$ cat src/rtl/regbank_gumnut_pkg.sv
// rtl/regbank_gumnut_pkg.sv - shared types, default sizes and parity helper for the Gumnut register bank
package regbank_gumnut_pkg;

    typedef enum logic {
        RB_IDLE  = 1'b0,
        RB_CLEAR = 1'b1
    } rb_state_t;

    localparam int RB_DW    = 8;
    localparam int RB_DEPTH = 8;
    localparam int RB_NRD   = 2;

    // Callers zero-extend narrower data into the 64-bit argument.
    function automatic logic even_parity(input logic [63:0] d);
        return ^d;
    endfunction

endpackage

$ cat src/rtl/regbank_gumnut_rdport.sv
// rtl/regbank_gumnut_rdport.sv - one registered read port with write-first bypass; parity check under REGBANK_PARITY_EN
module regbank_gumnut_rdport
    import regbank_gumnut_pkg::*;
#(
    parameter int DW    = RB_DW,
    parameter int DEPTH = RB_DEPTH,
    parameter int AW    = $clog2(DEPTH)
) (
    input  logic                      clk,
    input  logic                      rst,
    input  logic                      cen,
    input  logic [AW-1:0]             rs_i,
    input  logic [DEPTH-1:0][DW-1:0]  mem_i,
    input  logic [DEPTH-1:0]          valid_i,
`ifdef REGBANK_PARITY_EN
    input  logic [DEPTH-1:0]          par_i,
    output logic                      par_err_o,
`endif
    input  logic                      byp_en_i,
    input  logic [AW-1:0]             wr_addr_i,
    input  logic [DW-1:0]             wr_dat_i,
    output logic [DW-1:0]             rdat_o,
    output logic                      vld_o
);

    logic          hit;
    logic [DW-1:0] rdat_d, rdat_q;
    logic          vld_d, vld_q;

    assign hit    = byp_en_i && (wr_addr_i == rs_i);
    assign rdat_d = hit ? wr_dat_i : mem_i[rs_i];
    assign vld_d  = hit | valid_i[rs_i];

    always_ff @(posedge clk) begin
        if (!rst) begin
            rdat_q <= '0;
            vld_q  <= 1'b0;
        end else if (cen) begin
            rdat_q <= rdat_d;
            vld_q  <= vld_d;
        end
    end

    assign rdat_o = rdat_q;
    assign vld_o  = vld_q;

`ifdef REGBANK_PARITY_EN
    logic [63:0] ext;
    logic        par_err_d, par_err_q;

    // Bypassed data never touched storage, so it cannot carry a parity error.
    always_comb begin
        ext           = '0;
        ext[DW-1:0]   = mem_i[rs_i];
        par_err_d     = !hit && (par_i[rs_i] != even_parity(ext));
    end

    always_ff @(posedge clk) begin
        if (!rst) begin
            par_err_q <= 1'b0;
        end else if (cen) begin
            par_err_q <= par_err_d;
        end
    end

    assign par_err_o = par_err_q;
`endif

endmodule

$ cat src/rtl/regbank_gumnut_mp.sv
// rtl/regbank_gumnut_mp.sv - multi-port register bank with bypass, valid bits and clear engine; parity under REGBANK_PARITY_EN
module regbank_gumnut_mp
    import regbank_gumnut_pkg::*;
#(
    parameter int DW    = RB_DW,
    parameter int DEPTH = RB_DEPTH,
    parameter int NRD   = RB_NRD,
    parameter int AW    = $clog2(DEPTH)
) (
    input  logic              clk,
    input  logic              rst,
    input  logic              cen,
    input  logic [NRD*AW-1:0] rs_i,
    input  logic [AW-1:0]     rd_i,
    input  logic [DW-1:0]     dat_i,
    input  logic              we,
    input  logic              clr_req,
    output logic              clr_busy,
`ifdef REGBANK_PARITY_EN
    output logic [NRD-1:0]    par_err_o,
`endif
    output logic [NRD*DW-1:0] Rs_o,
    output logic [NRD-1:0]    vld_o
);

    logic [DEPTH-1:0][DW-1:0] mem_q;
    logic [DEPTH-1:0]         valid_q;
    rb_state_t                state_q, state_d;
    logic [AW-1:0]            cnt_q, cnt_d;
    logic                     idle;
    logic                     last;

    assign idle = (state_q == RB_IDLE);
    assign last = (cnt_q == AW'(DEPTH - 1));

    always_comb begin
        state_d = state_q;
        cnt_d   = cnt_q;
        if (idle) begin
            if (clr_req) begin
                state_d = RB_CLEAR;
                cnt_d   = '0;
            end
        end else begin
            cnt_d = cnt_q + AW'(1);
            if (last) begin
                state_d = RB_IDLE;
            end
        end
    end

`ifdef REGBANK_PARITY_EN
    logic [DEPTH-1:0] par_q;
    logic [63:0]      wr_ext;

    always_comb begin
        wr_ext         = '0;
        wr_ext[DW-1:0] = dat_i;
    end

    always_ff @(posedge clk) begin
        if (!rst) begin
            par_q <= '0;
        end else if (cen) begin
            if (idle && we) begin
                par_q[rd_i] <= even_parity(wr_ext);
            end else if (!idle) begin
                par_q[cnt_q] <= 1'b0;
            end
        end
    end
`endif

    // Reset wins over cen so a stalled pipeline can still be cleared.
    always_ff @(posedge clk) begin
        if (!rst) begin
            mem_q   <= '0;
            valid_q <= '0;
            state_q <= RB_IDLE;
            cnt_q   <= '0;
        end else if (cen) begin
            if (idle) begin
                if (we) begin
                    mem_q[rd_i]   <= dat_i;
                    valid_q[rd_i] <= 1'b1;
                end
            end else begin
                mem_q[cnt_q]   <= '0;
                valid_q[cnt_q] <= 1'b0;
            end
            state_q <= state_d;
            cnt_q   <= cnt_d;
        end
    end

    assign clr_busy = !idle;

    for (genvar k = 0; k < NRD; k++) begin : g_rd
        regbank_gumnut_rdport #(
            .DW    (DW),
            .DEPTH (DEPTH),
            .AW    (AW)
        ) u_rdport (
            .clk       (clk),
            .rst       (rst),
            .cen       (cen),
            .rs_i      (rs_i[k*AW +: AW]),
            .mem_i     (mem_q),
            .valid_i   (valid_q),
`ifdef REGBANK_PARITY_EN
            .par_i     (par_q),
            .par_err_o (par_err_o[k]),
`endif
            .byp_en_i  (we && idle),
            .wr_addr_i (rd_i),
            .wr_dat_i  (dat_i),
            .rdat_o    (Rs_o[k*DW +: DW]),
            .vld_o     (vld_o[k])
        );
    end

endmodule

$ cat config.mk
export PLATFORM = sky130hd
export DESIGN_NAME = regbank_gumnut_mp
export DESIGN_NICKNAME = d
export VERILOG_FILES = /design/src/rtl/regbank_gumnut_pkg.sv /design/src/rtl/regbank_gumnut_rdport.sv /design/src/rtl/regbank_gumnut_mp.sv
export SDC_FILE = /design/constraint.sdc
export NUM_CORES = 1
export LEC_CHECK = 0
export ABC_AREA = 1
export CORE_MARGIN = 2
export CORE_UTILIZATION = 45
export DETAILED_ROUTE_END_ITERATION = 12
export PLACE_DENSITY_LB_ADDON = 0.25
export SLEW_MARGIN = 15
export SYNTH_ARGS = -nofsm -noshare
export SYNTH_HDL_FRONTEND = slang
export SYNTH_SLANG_ARGS = --single-unit
$ cat constraint.sdc
create_clock -name clk -period 1.8 [get_ports clk]
set_input_delay 0.45 -clock clk [delete_from_list [all_inputs] [get_ports clk]]
set_output_delay 0.45 -clock clk [all_outputs]
set_load 0.03 [all_outputs]
==> impl_metrics.py <==
metrics = {
    "cts": {
        "cts_max_path_bufs": 2,
        "h_tree_depth": 3,
        "clkSlewWorstSetupHoldPaths_ps": 70,
        "cts_tree": "built",
        "cts_root_buf": "clkbuf_16",
        "clock-sinks": 94,
        "insertion_delay_ps": 350,
        "postCtsSetupRepairBufs": 0,
        "tritoncts.num_buffers": 9,
    },
    "drt": {
        "drc": 0,
        "wl_um": 17050,
        "drt-wirelength-per-cell_um": 16.80,
        "detailedRoute.firstPassIterationCount": 5,
        "detailroute.via_count": 5762,
        "remaining_antenna_violation_count": 0,
        "drt_iter0_drc": 597,
        "avgViaCountPerCell": 5.677,
    },
    "grt": {
        "grt_start_max_net_pins": 38,
        "grtUsageTotal": 0.2705,
        "antenna_found_initial": 0,
        "grt_pass1_wl_um": 26810,
        "first_global_vias": 5033,
        "grt_remaining_overflow": 0,
    },
    "final_layout": {
        "finish.net_count": 891,
        "antenna_cells": 0,
        "syn2layout_area_growth_pct": 21.34,
        "drive_gt1_frac": 0.1307,
    },
    "synth": {
        "seq_area_frac_synth": 0.3614,
        "post_synth_inst_count": 810,
        "post-synth-top-area-cell": "dfxtp_1",
        "synth-edff-count": 0,
        "syn-num-nets": 834,
        "synth_top_area_frac": 0.3614,
        "synth.yosys.warnings": 0,
        "synth_seq_cells": 94,
        "synthArstFlopShare": 0,
        "yosysUniqueCellTypes": 30,
        "post_synth.cell_area_avg_um2": 6.429,
        "yosysMostFrequentCell": "nand2_1",
        "post_synth_most_frequent_cells": "274 x nand2_1, 105 x a21oi_1, 94 x dfxtp_1",
        "synth.area.top_cells": "dfxtp_1 36%, nand2_1 20%, a21oi_1 10%",
        "post_synth_design_cell_area_um2": 5207,
        "synth_flop_cell": "dfxtp_1",
    },
    "sta": {
        "report.final.hold_viol_count": 0,
        "drv_slew": 0,
        "min_period_ps": 1737,
        "fin_tns_setup_ps": 0,
        "setup_violations": 0,
        "post-route-period-util": 0.9649,
        "max_clock_freq_mhz": 575.8,
        "max-slew-margin-rel": 0.7741,
        "hold_ws_ps": 462.6,
        "worst_pin_slew_ps": 338.9,
        "rsz0062_at_grt": "no",
        "clock_skew_ps": 7.590,
    },
    "critical_path": {
        "slowest_stage": "clkdlybuf4s50_1",
        "worstPathCellList": "clkdlybuf4s50_1, inv_2, nor2_2, nand2_1, buf_4, nor2_2, nand2_1, a21oi_1",
        "arrival_time_worst_endpoint_ps": 2020,
        "required_time_at_the_endpoint_of_the_critical_path_ps": 2090,
        "cp-end-kind": "flop",
        "critPathKind": "input port to flop",
        "cpPeakStageDelay_ps": 530,
        "setup.worst_path.start_class": "input port",
        "cp_max_fo": 4,
    },
    "floorplanning": {
        "die_h_um": 111.6,
        "core_area_um2": 11370,
        "fp.dieW_um": 111.6,
        "num_rows": 39,
        "ios": 41,
        "floorplan.initialDensity": 0.4580,
        "die_area_um2": 12450,
    },
    "power": {
        "power.ir.vdd_worst_v": 0.0005456,
        "power-per-cell-area_nw_per_um2": 771.4,
        "static_leakage_nw": 2.656,
    },
    "min_path": {
        "worst_hold_path_type": "flop to flop",
    },
    "run_status": {
        "outcome": "completed",
    },
    "placed_design": {
        "port-buffer-count": 40,
        "dp_hpwl_um": 12370,
        "gp_congestion": 0.9751,
    },
    "run": {
        "maxCapViolCount": 0,
    },
}
-- final timing paths --
path	from	to	slack, ps	cells after the start
max	rd_i[0]	mem_q[57]	60	8
min	g_rd[1].u_rdport.rdat_o[7]	g_rd[1].u_rdport.rdat_o[7]	460	2
max reg2reg	clr_busy	mem_q[3]	330	5
min reg2reg	g_rd[1].u_rdport.rdat_o[7]	g_rd[1].u_rdport.rdat_o[7]	460	2
-- power breakdown --
group          internal, mW  switching (mW)
combinational         0.295           0.542
clock                  1.02           0.853
sequential             2.13          0.0323
-- what timing repair did --
item	CTS	global route
pin swaps	0	1
gates resized for setup	13	9
hold buffers	0	0
cloned	0	1
setup endpoints to repair	13	28
-- per-stage QoR --
stage | instances | area [um2] | utilization | setup WS, ps | power [mW]
2_1_floorplan | 810 | 5207 | - | 358.9 | 2.702
3_5_place_dp | 998 | 6015 | 0.5290 | -255.1 | 3.037
4_1_cts | 1014 | 6290 | 0.5532 | 0.5701 | 4.869
6_report | 1015 | 6319 | 0.5557 | 63.27 | 4.874
3_3_place_gp | 998 | 6015 | 0.5290 | -233.8 | 3.023
5_1_grt | 1015 | 6319 | 0.5557 | 5.373 | 5.029
-- layout make-up --
type / count / area, um2
clock buffer: 11 / 252.7
clock inverter: 5 / 38.79
fill: 1067 / 5051
inverter: 65 / 246.5
multi-input combinational: 600 / 2818
sequential: 94 / 1882
tap: 143 / 178.9
timing repair buffer: 97 / 902.1
-- layer usage --
metal  vias up  wire length (um)  share of wire  track usage
met5         -                 0              0            0
met4         0               289          0.017      0.08313
met3        27              1775           0.10      0.04137
met2       325              7638           0.45       0.4163
met1      2645              7351           0.43       0.3926
li1       2765                 -              -            -
-- flip-flops by register name, indices dropped and copies added, names as in the netlist --
signal and flops:
clr_busy 1, cnt_q 3, g_rd.u_rdport.rdat_o 16, g_rd.u_rdport.vld_o 2, mem_q 64, valid_q 8
-- cell usage in the layout, fill, tap and decap left out, types with 4 or more instances in the layout --
| master | n |
|---|---|
| o21ai_0 | 51 |
| a21oi_1 | 105 |
| inv_1 | 56 |
| o211ai_1 | 19 |
| clkbuf_16 | 9 |
| clkdlybuf4s50_1 | 18 |
| dfxtp_1 | 94 |
| o21ai_1 | 4 |
| nor2_2 | 9 |
| nor2_1 | 27 |
| buf_12 | 7 |
| inv_2 | 8 |
| buf_4 | 51 |
| nor2_4 | 9 |
| nand2_1 | 273 |
| dlymetal6s2s_1 | 6 |
| nand3_1 | 84 |
| dlygate4sd2_1 | 13 |
-- logic make-up (layout without fill, tap and decap cells) --
| kind of cell | Yosys count | after routing | share of synthesized area |
|---|---|---|---|
| flip-flops | 94 | 94 | 0.3614 |
| adder cells (fa/ha/maj) | 2 | 2 | 0.004805 |
| AND/OR/NAND/NOR | 407 | 408 | 0.3325 |
| buffers and inverters | 117 | 178 | 0.1002 |
| AO/OA/AOI/OAI | 190 | 190 | 0.2011 |
-- critical path, delay by kind of cell --
family,cells,cell delay (ps)
AO/OA/AOI/OAI,1,150
AND/OR/NAND/NOR,4,640
buffers and inverters,3,780
Note: power is estimated with default switching activity, not from simulation.
